### src/rtl/branch_predictor_pkg.sv
// rtl/branch_predictor_pkg.sv - shared constants, queue entry type and counter helper
//
// Purpose: opcode and counter constants used by the predictor, the layout of
// an outstanding-prediction queue entry, and the saturating counter update.
// Ports: none (package).

package branch_predictor_pkg;

  localparam logic [6:0] OP_BRANCH = 7'b1100011;
  localparam logic [6:0] OP_JAL    = 7'b1101111;
  localparam logic [6:0] OP_JALR   = 7'b1100111;

  localparam logic [1:0] CNT_WNT = 2'd1;
  localparam logic [1:0] CNT_MAX = 2'd3;

  // Entries carry the full word index of the PC (PC[31:2]) so the entry
  // layout does not depend on the table size chosen by the instantiating block.
  localparam int PC_IDX_W = 30;

  typedef struct packed {
    logic [PC_IDX_W-1:0] idx;
    logic                is_cond;
    logic                pred;
  } q_entry_t;

  // 2-bit saturating counter step: up on taken, down on not-taken, no wrap.
  function automatic logic [1:0] cnt_train(input logic [1:0] cnt, input logic taken);
    if (taken) begin
      return (cnt == CNT_MAX) ? CNT_MAX : cnt + 2'd1;
    end
    return (cnt == 2'd0) ? 2'd0 : cnt - 2'd1;
  endfunction

endpackage

### src/rtl/branch_predictor_pred_queue.sv
// rtl/branch_predictor_pred_queue.sv - in-order queue of outstanding predictions
//
// Purpose: synchronous FIFO of q_entry_t with a clear input and same-cycle
// push/pop. Pointers carry one extra wrap bit so full and empty are distinct.
// Ports:
//   clk_i, rst_i     clock, synchronous active-high reset
//   clr_i            drop every entry at this edge; overrides push and pop
//   push_i, entry_i  write entry_i at the tail
//   pop_i            advance the head (caller guarantees non-empty)
//   head_o           entry at the head, combinational
//   full_o, empty_o  occupancy flags

module pred_queue
  import branch_predictor_pkg::*;
#(
  parameter int QDEPTH = 4
) (
  input  logic     clk_i,
  input  logic     rst_i,
  input  logic     clr_i,
  input  logic     push_i,
  input  q_entry_t entry_i,
  input  logic     pop_i,
  output q_entry_t head_o,
  output logic     full_o,
  output logic     empty_o
);

  localparam int AW = $clog2(QDEPTH);
  localparam int PW = AW + 1;

  logic [PW-1:0] wr_q, wr_d;
  logic [PW-1:0] rd_q, rd_d;
  q_entry_t      mem_q [QDEPTH];

  always_comb begin
    wr_d = wr_q;
    rd_d = rd_q;
    if (clr_i) begin
      wr_d = '0;
      rd_d = '0;
    end else begin
      if (push_i) wr_d = wr_q + PW'(1);
      if (pop_i)  rd_d = rd_q + PW'(1);
    end
  end

  always_ff @(posedge clk_i) begin
    if (rst_i) begin
      wr_q <= '0;
      rd_q <= '0;
    end else begin
      wr_q <= wr_d;
      rd_q <= rd_d;
    end
  end

  // When full with a simultaneous pop, the tail slot is the head slot; the
  // head is read combinationally before this edge overwrites it.
  always_ff @(posedge clk_i) begin
    if (push_i && !clr_i && !rst_i) begin
      mem_q[wr_q[AW-1:0]] <= entry_i;
    end
  end

  assign head_o  = mem_q[rd_q[AW-1:0]];
  assign full_o  = (wr_q[AW-1:0] == rd_q[AW-1:0]) && (wr_q[AW] != rd_q[AW]);
  assign empty_o = (wr_q == rd_q);

endmodule

### src/rtl/branch_predictor.sv
// rtl/branch_predictor.sv - 2-bit counter branch predictor with in-order resolution queue
//
// Purpose: classify fetched instructions, predict from a PC-indexed table of
// 2-bit saturating counters (JAL/JALR always taken), queue control-flow
// predictions, and on resolution train the table and flag mispredicts.
// Ports:
//   clk, rst          clock, synchronous active-high reset
//   f_valid, f_pc,    fetched instruction
//   f_instr
//   f_ready           combinational fetch accept
//   p_valid, p_taken  registered prediction for last cycle's accepted fetch
//   r_valid, r_taken  outcome of the oldest outstanding control instruction
//   mispredict        registered one-cycle pulse
//   r_err             sticky: resolution arrived with the queue empty

module branch_predictor
  import branch_predictor_pkg::*;
#(
  parameter int IDX_BITS = 6,
  parameter int QDEPTH   = 4
) (
  input  logic        clk,
  input  logic        rst,
  input  logic        f_valid,
  input  logic [31:0] f_pc,
  input  logic [31:0] f_instr,
  output logic        f_ready,
  output logic        p_valid,
  output logic        p_taken,
  input  logic        r_valid,
  input  logic        r_taken,
  output logic        mispredict,
  output logic        r_err
);

  localparam int NCNT = 1 << IDX_BITS;

  logic [1:0] cnt_q [NCNT];

  logic [6:0]          opcode;
  logic                is_cond, is_jump, is_ctrl;
  logic [IDX_BITS-1:0] f_idx, t_idx;
  logic                f_pred;
  logic                accept, push, pop;
  logic                q_full, q_empty;
  q_entry_t            push_entry, head;

  logic p_valid_q, p_valid_d;
  logic p_taken_q, p_taken_d;
  logic mispredict_q, mispredict_d;
  logic r_err_q, r_err_d;

  assign opcode  = f_instr[6:0];
  assign is_cond = (opcode == OP_BRANCH);
  assign is_jump = (opcode == OP_JAL) || (opcode == OP_JALR);
  assign is_ctrl = is_cond || is_jump;

  // Table read is the pre-update value even when the same cycle trains this index.
  assign f_idx  = f_pc[IDX_BITS+1:2];
  assign f_pred = is_cond ? cnt_q[f_idx][1] : is_jump;

  // An r_valid against an empty queue never pops, even if this cycle pushes.
  assign pop     = r_valid && !q_empty;
  assign f_ready = !q_full || pop;
  assign accept  = f_valid && f_ready;

  assign mispredict_d = pop && (r_taken != head.pred);
  // Pushes in the mispredicting cycle are wrong-path and dropped with the flush.
  assign push         = accept && is_ctrl && !mispredict_d;

  assign push_entry = '{idx: f_pc[31:2], is_cond: is_cond, pred: f_pred};

  assign p_valid_d = accept;
  assign p_taken_d = accept && f_pred;
  assign r_err_d   = r_err_q || (r_valid && q_empty);

  assign t_idx = head.idx[IDX_BITS-1:0];

  pred_queue #(
    .QDEPTH (QDEPTH)
  ) u_queue (
    .clk_i   (clk),
    .rst_i   (rst),
    .clr_i   (mispredict_d),
    .push_i  (push),
    .entry_i (push_entry),
    .pop_i   (pop),
    .head_o  (head),
    .full_o  (q_full),
    .empty_o (q_empty)
  );

  always_ff @(posedge clk) begin
    if (rst) begin
      for (int i = 0; i < NCNT; i++) begin
        cnt_q[i] <= CNT_WNT;
      end
    end else if (pop && head.is_cond) begin
      cnt_q[t_idx] <= cnt_train(cnt_q[t_idx], r_taken);
    end
  end

  always_ff @(posedge clk) begin
    if (rst) begin
      p_valid_q    <= 1'b0;
      p_taken_q    <= 1'b0;
      mispredict_q <= 1'b0;
      r_err_q      <= 1'b0;
    end else begin
      p_valid_q    <= p_valid_d;
      p_taken_q    <= p_taken_d;
      mispredict_q <= mispredict_d;
      r_err_q      <= r_err_d;
    end
  end

  assign p_valid    = p_valid_q;
  assign p_taken    = p_taken_q;
  assign mispredict = mispredict_q;
  assign r_err      = r_err_q;

  // Instruction bits above the opcode, PC byte offset and the entry's index
  // bits beyond the table size play no part in prediction.
  logic unused_bits;
  assign unused_bits = ^{f_instr[31:7], f_pc[1:0], head.idx[PC_IDX_W-1:IDX_BITS]};

endmodule

### config.mk
export PLATFORM = sky130hd
export DESIGN_NAME = branch_predictor
export DESIGN_NICKNAME = d
export VERILOG_FILES = /design/src/rtl/branch_predictor_pkg.sv /design/src/rtl/branch_predictor_pred_queue.sv /design/src/rtl/branch_predictor.sv
export SDC_FILE = /design/constraint.sdc
export NUM_CORES = 1
export LEC_CHECK = 0
export BUFFER_PORTS_ARGS = -buffer_cell sky130_fd_sc_hd__buf_2
export CORE_ASPECT_RATIO = 0.75
export CORE_MARGIN = 2
export CORE_UTILIZATION = 55
export CTS_BUF_LIST = sky130_fd_sc_hd__clkbuf_8
export DETAILED_ROUTE_END_ITERATION = 16
export PLACE_DENSITY = 0.81
export SLEW_MARGIN = 40
export SYNTH_ARGS = -nofsm -noshare
export SYNTH_HDL_FRONTEND = slang
export SYNTH_HIERARCHICAL = 1
export SYNTH_SLANG_ARGS = --single-unit
### constraint.sdc
create_clock -name clk -period 6.4 [get_ports clk]
set_input_delay 0.96 -clock clk [delete_from_list [all_inputs] [get_ports clk]]
set_output_delay 0.96 -clock clk [all_outputs]
set_load 0.02 [all_outputs]
# --- Word level (Yosys, flattened, before mapping) ---
# Memory sizes are Yosys's and may differ from the RTL's. A register that Yosys moved wholly into a read port is not among the register bits.
# Index checks and enable logic that the tools add are counted.
word_totals:
  n_memories: 2
  ff_bits: 10
  inputBits: 69
  word_cells: 64
  output_inout_bits: 5
  ram_bits: 256
op_classes:
  add_sub_neg: 4
  n_reduce_logical: 22
  eq_ne: 8
  muxes: 22
mem_list:
  columns: ["name", "words", "word_bits", "rd", "rd_ports_with_merged_regs", "write_ports", "line", "text"]
  rows:
  - ["cnt_q", 64, 2, 2, 0, 64, "branch_predictor.sv:38", "logic [1:0] cnt_q [NCNT];"]
  - ["u_queue.mem_q", 4, 32, 1, 1, 1, "branch_predictor_pred_queue.sv:34", "q_entry_t mem_q [QDEPTH];"]
ops:
  columns: ["operator", "n"]
  rows:
  - ["7-bit == test, second input constant", 3]
  - ["2-bit two-way mux", 9]
  - ["1-bit two-way mux", 12]
  - ["1-bit logical AND", 11]
  - ["3-bit by 1-bit adder with 3-bit output, second input constant", 2]
  - ["6-bit two-way mux", 1]
  - ["1-bit zero test", 4]
  - ["1-bit logical OR", 4]
  - ["2-bit OR reduction", 2]
  - ["3-bit == test", 1]
  - ["2-bit by 1-bit adder with 2-bit output, second input constant", 1]
  - ["2-bit == test", 1]
  - ["2-bit == test, second input constant", 1]
  - ["2-bit zero test", 1]
  - ["1-bit inequality test", 2]
  - ["2-bit by 1-bit subtractor with 2-bit output, second input constant", 1]

# --- Logic depth before layout (Yosys ltp) ---
# Gate-level depths: netlist of the first run.
depth:
  word_depth: 11
  mapped_depth: 15
  depth_no_buf: 8

# --- Cells and area by module ---
# Netlist of the first run, hierarchy kept.
by_module_without_submodules:
  columns: ["mod", "cells_per_inst", "n_inst", "area_each_um2", "seq_area_each_um2"]
  rows:
  - ["branch_predictor", 634, 1, 7397.1, 3923.8]
  - ["pred_queue", 210, 1, 5071.1, 4003.8]

# --- Worst setup path after synthesis of the first run ---
# OpenSTA, ideal clock, no wires.
synth_path:
  path_type: "reg2reg"
  startpoint: "register with a tool-made name"
  endpoint: "memory cnt_q[0][0], data pin"
  arrival_time_ns: 3.007
  slack_ns: 3.115
  path_buffers: 7
  setup_ns: 0.278
  stages_incl_launch_ff: 16
  path_cell_list: "dfxtp_1 -> buf_6 -> buf_12 -> mux4_2 -> buf_6 -> buf_4 -> buf_2 -> mux2i_1 -> o22ai_1 -> o31ai_1 -> o221ai_1 -> nor4_1 -> maj3_2 -> buf_6 -> buf_6 -> nand3_1"
synth_lines:
  columns: ["element", "line"]
  rows:
  - ["end, declared", "branch_predictor.sv:38"]

==> results of run 1 <==
==> path summary, 6_finish.rpt <==
path	endpoint	slack, ps	cells past startpoint
setup / recovery	cnt_q[12][1]	1520	10
setup reg to reg	cnt_q[12][1]	1520	10
hold reg to reg	r_err	480	2
hold / removal	r_err	480	2
==> cell type report <==
cell class / instances / area, sq um / area share
Sequential cell: 172 / 5040 / 0.537
Multi-Input combinational cell: 458 / 3460 / 0.368
Tap cell: 210 / 263 / 0.0280
Timing Repair Buffer: 38 / 243 / 0.0258
Clock buffer: 17 / 234 / 0.0249
Clock inverter: 14 / 88.8 / 0.00945
Inverter: 17 / 63.8 / 0.00679
==> metal layers <==
metal / GRT usage / vias up
met4: 0.106 / 0
li1: - / 2702
met1: 0.381 / 3075
met3: 0.108 / 70
met5: 0 / -
met2: 0.413 / 507
==> worst max-delay path, stage by stage, from the launching register on <==
cell,delay (ps)
dfxtp_1,660
mux4_2,910
buf_4,450
mux2i_1,270
o22ai_1,110
o31ai_1,460
o2111ai_1,250
nor3_1,230
maj3_2,610
buf_4,510
nor4_1,100
==> cell usage in the layout, fill, tap and decap left out, types with 4 or more instances in the layout <==
master and instances:
nand2_1 44, buf_4 15, and3_1 8, buf_2 22
o32ai_1 4, mux2_2 4, mux2i_1 25, nand3b_1 5
dfxtp_1 12, mux4_2 39, xnor2_1 4, nand3_1 62
nor2_1 49, o22ai_1 11, ha_1 5, nor3_1 47
nor2b_1 4, nand2b_1 21, a21oi_1 11, clkbuf_8 17
clkinv_1 8, a221oi_1 4, or2_2 16, edfxtp_1 160
inv_1 18, a21o_1 39, nor4_1 14
==> stage by stage <==
stage | setup WS, ps | instances | hold slack (ps) | util
after floorplan | 3140 | 720 | 530 | -
after global placement | 1590 | 895 | 449 | 0.566
after detailed placement | 1500 | 895 | 474 | 0.566
after CTS | 1480 | 926 | 495 | 0.587
after global routing | 1210 | 926 | 534 | 0.587
final | 1520 | 926 | 484 | 0.587
==> sequential cells by signal (all words and copies together), names as in the netlist, named ones only <==
signal,flops
mispredict,1
u_queue/mem_q,32
u_queue/rd_q,3
u_queue/wr_q,3
cnt_q,128
r_err,1
p_taken,1
p_valid,1
==> power by group <==
group | total, mW | switching (mW) | internal, mW
Sequential | 1.25 | 0.0102 | 1.24
Combinational | 0.140 | 0.0863 | 0.0533
Clock | 0.671 | 0.380 | 0.291
==> impl_metrics.yaml, run 1 <==
status:
  status: "complete, no violations"
critical_path:
  critPathCaptureType: "flop"
  worstPathArrival_ps: 5070
  path_class: "reg2reg"
  startpoint_type: "flop"
  crit_fanout: 40
  required_ps: 6590
floorplan:
  io_pins: 74
  start_util: 0.561
  core_sq_um: 16000
  row_count: 40
  die-area_sq_um: 17400
  die_h_um: 115
  dieWidth_um: 152
power:
  p_per_area_nw_per_um2: 219
  peakVddDrop_uv: 141
  power_mw: 2.06
  leakagePower_nw: 3.13
timing:
  finalHoldViolCount: 0
  slew-limit-headroom: 0.373
  fin_setup_tns_ps: 0
  min_period_over_period: 0.763
  post-route-min-period_ps: 4880
  setup_violations: 0
  fmax_mhz: 205
  grt_setup_unrepaired: "false"
  tightest_slew_ps: 937
  finalMaxSlewViolations: 0
  finalClockSkew_ps: 15.1
clock_network:
  clock_tree.root_cell: "clkbuf_8"
  cts_buffers: 17
  cts_resized: 0
  cts.sinks: 172
  hold_buffers: 0
  cts.path.max_buffers: 2
  clk_pin_slew_ps: 90
  clock_latency_ps: 470
  htreeDepth: 4
  postCtsSetupBuffers: 0
  cts_tree: "built"
global_route:
  grt_pass1_vias: 6321
  track_usage: 0.280
  grt_max_degree: 48
  gr-total-overflow: 0
  grt_pass1_wl_um: 35500
  antenna_found_initial: 1
routing:
  dr_wl_met2_um: 10400
  viasPerCell: 6.86
  dr.pass1.iters: 6
  dr_wl_met3_um: 3460
  detail-route-antenna-nets: 0
  routed.top_layer: "met4"
  wl_met1_um: 8530
  vias: 6354
  routedWlPerCell_um: 25.0
  drt-total-wl_um: 23100
  drc: 0
  drt-initial-drc-count: 833
finish:
  fin_area_sq_um: 9400
  drive_gt1_frac: 0.179
  fillers: 1263
  syn2layout_area_growth_pct: 4.54
  antenna_cells: 0
  nets: 778
run:
  cap_viol_max_count: 0
placement:
  gp_congestion: 0.901
  place_area_sq_um: 9070
  dp_hpwl_um: 15300
  io_buffers: 22
yosys:
  synth.avg_cell_area_sq_um: 12.5
  synthesis.area_sq_um: 8990
  synthCells: 720
  syn-num-nets: 794
  yosys_warnings: 6
min_path:
  hp-start: "r_err"
  hp-class: "reg2reg"
(Power assumes the default switching activity.)
==> run 2: changes to the inputs <==
Settings changed: ABC_AREA from default to 1.
Clock period 6.4 ns to 4.9 ns, I/O delays scaled along.
==> impl_metrics.yaml, run 2 <==
power:
  leakagePower_nw: 4.11
  intPower_mw: 2.18
  clkPwrFrac: 0.367
  p_seq_frac: 0.562
  peakVddDrop_uv: 191
  pwr-share-comb: 0.071
  swShare: 0.247
  power_switching_mw: 0.715
  p_per_area_nw_per_um2: 284
floorplan:
  io_pins: 74
  die_h_um: 119
  start_util: 0.568
  dieWidth_um: 157
  core_sq_um: 17000
  die-area_sq_um: 18700
  row_count: 41
finish:
  final_core_util: 0.599
  nets: 1331
  drive_gt1_frac: 0.0622
  syn2layout_area_growth_pct: 5.39
  fillers: 1515
  antenna_cells: 0
  multi_input_area_sq_um: 3680
  regMostFlops: "cnt_q"
  largest_reg_flops: 128
  regArea_sq_um: 5050
  final_cell_mix: "nand2_1 (533), nor2_1 (170), edfxtp_1 (160)"
  layout_commonest_cell: "nand2_1"
  fin_area_sq_um: 10200
timing:
  setup_violations: 0
  grt_setup_unrepaired: "false"
  tightest_slew_ps: 817
  post-route-min-period_ps: 3890
  finalHoldViolCount: 0
  finalClockSkew_ps: 10.9
  finalMaxSlewViolations: 0
  fin_setup_tns_ps: 0
  fin_hold_ws_ps: 476
  min_period_over_period: 0.793
  fmax_mhz: 257
  slew-limit-headroom: 0.455
clock_network:
  clk_pin_slew_ps: 90
  clock_tree.root_cell: "clkbuf_8"
  cts_tree: "built"
  cts_resized: 0
  cts_buffers: 17
  postCtsSetupBuffers: 0
  cts.sinks: 172
  hold_buffers: 0
  clock_latency_ps: 470
  htreeDepth: 4
  cts.path.max_buffers: 2
status:
  status: "complete, no violations"
routing:
  drc: 0
  dr.pass1.iters: 6
  drt-initial-drc-count: 1093
  drt-total-wl_um: 23900
  detail-route-antenna-nets: 0
  viasPerCell: 5.43
  routedWlPerCell_um: 15.9
  vias: 8185
critical_path:
  crit_path_frequent_cell: "nand2_1"
  critPathTopFamily: "simple AND/OR/NAND/NOR gates"
  startpoint_type: "flop"
  worstPathArrival_ps: 4080
  crit_fanout: 46
  path_class: "reg2reg"
  crit_slowest_cell: "clkinv_1"
  rrSetupSlack_ps: 1010
  max_stage_delay_ps: 680
  critPathCaptureType: "flop"
  required_ps: 5090
  crit_chain: "or2_0 -> nand3_1 -> nand2_1 -> buf_4 -> clkinv_1 -> nand2_1 -> nand2_1 -> nand2_1 -> nand2_1 -> nor2_1 -> nand3b_1 -> nand2_2 -> buf_12 -> nand3_1"
  crit_buf_inv: 3
yosys:
  synth.avg_cell_area_sq_um: 7.59
  synthesis.area_sq_um: 9670
  yosys_warnings: 6
  synthCells: 1274
  syn-num-nets: 1348
run:
  cap_viol_max_count: 0
placement:
  gp_congestion: 0.915
  dp_hpwl_um: 14800
  place_area_sq_um: 9770
  io_buffers: 22
global_route:
  grt_pass1_vias: 7597
  grt_pass1_wl_um: 38100
  gr-total-overflow: 0
  antenna_found_initial: 0
  grt_max_degree: 74
  track_usage: 0.268
min_path:
  hp-class: "reg2reg"
run 2: stage by stage:
step	std cells	setup slack (ps)	power [mW]
final	1506	1010	2.90
after global routing	1506	648	2.98
after CTS	1506	1260	2.90
after detailed placement	1474	1120	1.86
after global placement	1474	1040	1.85
after floorplan	1274	2070	1.80
run 2: power by group through the flow:
stage	sequential [mW]	clock (mW)	combinational, mW
5_1_grt	1.63	1.13	0.225
2_1_floorplan	1.66	0	0.146
3_3_place_gp	1.66	0	0.194
6_report	1.63	1.06	0.205
4_1_cts	1.63	1.07	0.199
3_5_place_dp	1.66	0	0.199
run 2: routing by layer:
layer	share of wire	routed length [um]	GRT usage	up-vias
met5	0	0	0	-
met4	0.033	791	0.119	0
met3	0.12	2800	0.0597	72
met2	0.45	10700	0.413	460
met1	0.40	9650	0.366	3698
li1	-	-	-	3955
run 2: worst reg2reg max path: cells and delay by family, from the launching register on:
family	cells	cell delay [ps]
buffers and inverters	3	1260
flip-flops	1	660
AND/OR/NAND/NOR	11	1680
run 2: path summary, 6_finish.rpt:
path,start,end,cells past startpoint
worst max-delay path,flop,cnt_q[44][0],14
worst min-delay path,r_err,r_err,2
worst max register to register,flop,cnt_q[44][0],14
worst min register to register,r_err,r_err,2
run 2: final cells by class:
cell class	instances	share of cell area
clock inverter	15	0.0180
tap	236	0.0290
clock buffer	17	0.0230
inverter	134	0.0493
multi-input combinational	895	0.361
timing repair buffer	37	0.0243
sequential	172	0.495
==> run 3: changes to the inputs <==
Settings changed: ABC_AREA 1 to 0, PLACE_DENSITY 0.81 to 0.84.
Clock period 4.9 ns to 3.35 ns, I/O delays scaled along.
==> impl_metrics.yaml, run 3 (synthesis results as in run 1) <==
clock_network:
  hold_buffers: 0
  cts.path.max_buffers: 2
  clock_tree.root_cell: "clkbuf_8"
  cts_tree: "built"
  clk_pin_slew_ps: 110
  cts_buffers: 17
  clock_latency_ps: 470
  cts.sinks: 172
  htreeDepth: 4
routing:
  drt-total-wl_um: 26300
  viasPerCell: 6.87
  vias: 6957
  drt-initial-drc-count: 1201
  routedWlPerCell_um: 26.0
  dr.pass1.iters: 8
  detail-route-antenna-nets: 0
  drc: 0
finish:
  final_cell_mix: "edfxtp_1 (160), buf_4 (82), nand3_1 (62)"
  stdcell_count: 1012
  largest_reg_flops: 128
  final_core_util: 0.661
  nets: 863
  layout_commonest_cell: "edfxtp_1"
  antenna_cells: 0
  fin_area_sq_um: 10600
  drive_gt1_frac: 0.318
  regMostFlops: "cnt_q"
  syn2layout_area_growth_pct: 17.8
placement:
  place_area_sq_um: 9690
  dp_hpwl_um: 16900
  gp_congestion: 0.995
  io_buffers: 22
  dpl.cell_count: 966
power:
  peakVddDrop_uv: 273
  pwr-share-comb: 0.083
  leakagePower_nw: 3.70
  clkPwrFrac: 0.356
  swShare: 0.258
  power_switching_mw: 1.10
  intPower_mw: 3.15
  p_seq_frac: 0.561
  p_per_area_nw_per_um2: 401
min_path:
  min_delay_path_depth: 3
  min_delay_worst_endpoint: "r_err"
  hp-class: "in2reg"
  hp-start: "r_valid"
floorplan:
  io_pins: 74
  row_count: 40
  start_util: 0.561
  core_sq_um: 16000
  die_h_um: 115
  die-area_sq_um: 17400
  dieWidth_um: 152
critical_path:
  crit_path_frequent_cell: "buf_12"
  reg2reg_depth: 11
  crit_buf_inv: 3
  crit_fanout: 24
  path_class: "reg2reg"
  worstPathArrival_ps: 3840
  critPathCaptureType: "flop"
  crit_slowest_cell: "mux4_2"
  crit_chain: "mux4_2 -> buf_12 -> nand2_1 -> o22ai_1 -> o31ai_1 -> buf_4 -> o2111ai_1 -> or3_1 -> maj3_4 -> buf_12 -> nand3_1"
  startpoint_type: "flop"
  required_ps: 3680
  rrSetupSlack_ps: -160
  critPathTopFamily: "simple AND/OR/NAND/NOR gates"
  max_stage_delay_ps: 550
  r2r-end: "cnt_q[35][0]"
timing:
  grt_setup_unrepaired: "true"
  tightest_slew_ps: 882
  setup_violations: 128
  post-route-min-period_ps: 3510
  finalClockSkew_ps: 14.6
  slew-limit-headroom: 0.410
  min_period_over_period: 1.05
  fin_hold_ws_ps: 284
  fmax_mhz: 285
  finalHoldViolCount: 0
  finalMaxSlewViolations: 0
  setup_slack_ps: -155
global_route:
  gr-total-overflow: 0
  grt_max_degree: 71
  grt_pass1_vias: 6571
  antenna_found_initial: 0
  track_usage: 0.298
  grt_pass1_wl_um: 37400
status:
  status: "complete, but fails checks"
  failed_checks: "negative setup slack"
run:
  cap_viol_max_count: 0
==> run 3: cell count changes in the layout (fill, tap and decap cells not counted), sizes merged, moves of 25 or more <==
cell,before,now
nand3,127,62
buf,37,117
nand2,537,44
mux2i,0,25
a21o,0,39
nor2,170,49
inv,139,23
mux4,0,41
nor3,8,47
==> run 3: final cells by class <==
type                       instances  area (sq um)
clock inverter                    15           180
timing repair buffer             123          1120
sequential                       172          5050
multi-input combinational        458          3680
clock buffer                      17           234
fill                            1128          5430
inverter                          17          63.8
tap                              210           263
==> run 3: tightest hold or removal path, delay by kind of cell <==
kind	cells	cell delay [ps]
buf+inv	1	90
compound gates	1	50
simple gates	1	70
==> run 3: metal layers <==
metal / vias to the layer above / track usage / part of all wire
met5: - / 0 / 0
met3: 106 / 0.108 / 0.15
met1: 3377 / 0.405 / 0.36
met2: 600 / 0.451 / 0.46
li1: 2874 / - / -
met4: 0 / 0.0975 / 0.031
==> run 3: how the worst max path moves through the flow <==
stage / endpoint / cells after the start / startpoint / slack, ps
4_1_cts: cnt_q[35][0] / 10 / flop / -20
6_report: cnt_q[35][0] / 11 / flop / -160
3_3_place_gp: cnt_q[46][1] / 11 / flop / -160
2_1_floorplan: cnt_q[0][0] / 15 / flop / 130
5_1_grt: cnt_q[61][0] / 12 / flop / -200
3_5_place_dp: cnt_q[28][1] / 11 / flop / -260
==> run 3: power by group through the flow <==
stage	Sequential, mW	Clock [mW]	Combinational [mW]
finish	2.38	1.51	0.352
global placement	2.43	0	0.284
global route	2.39	1.59	0.365
CTS	2.38	1.51	0.309
floorplan	2.42	0	0.203
detailed placement	2.43	0	0.293
==> run 3: timing repair <==
action	CTS	global route
gates resized for setup	21	26
endpoints found under the setup margin	128	128
cloned	1	6
buffers inserted	1	6
pin swaps	3	2
==> run 3: per-stage QoR <==
| stage | setup WS, ps | TNS (ps) | total power, mW |
|---|---|---|---|
| 5_1_grt | -198 | -20620 | 4.34 |
| 2_1_floorplan | 132 | 0 | 2.63 |
| 3_3_place_gp | -164 | -9980 | 2.71 |
| 6_report | -155 | -11750 | 4.25 |
| 4_1_cts | -17.6 | -112 | 4.20 |
| 3_5_place_dp | -264 | -20490 | 2.72 |
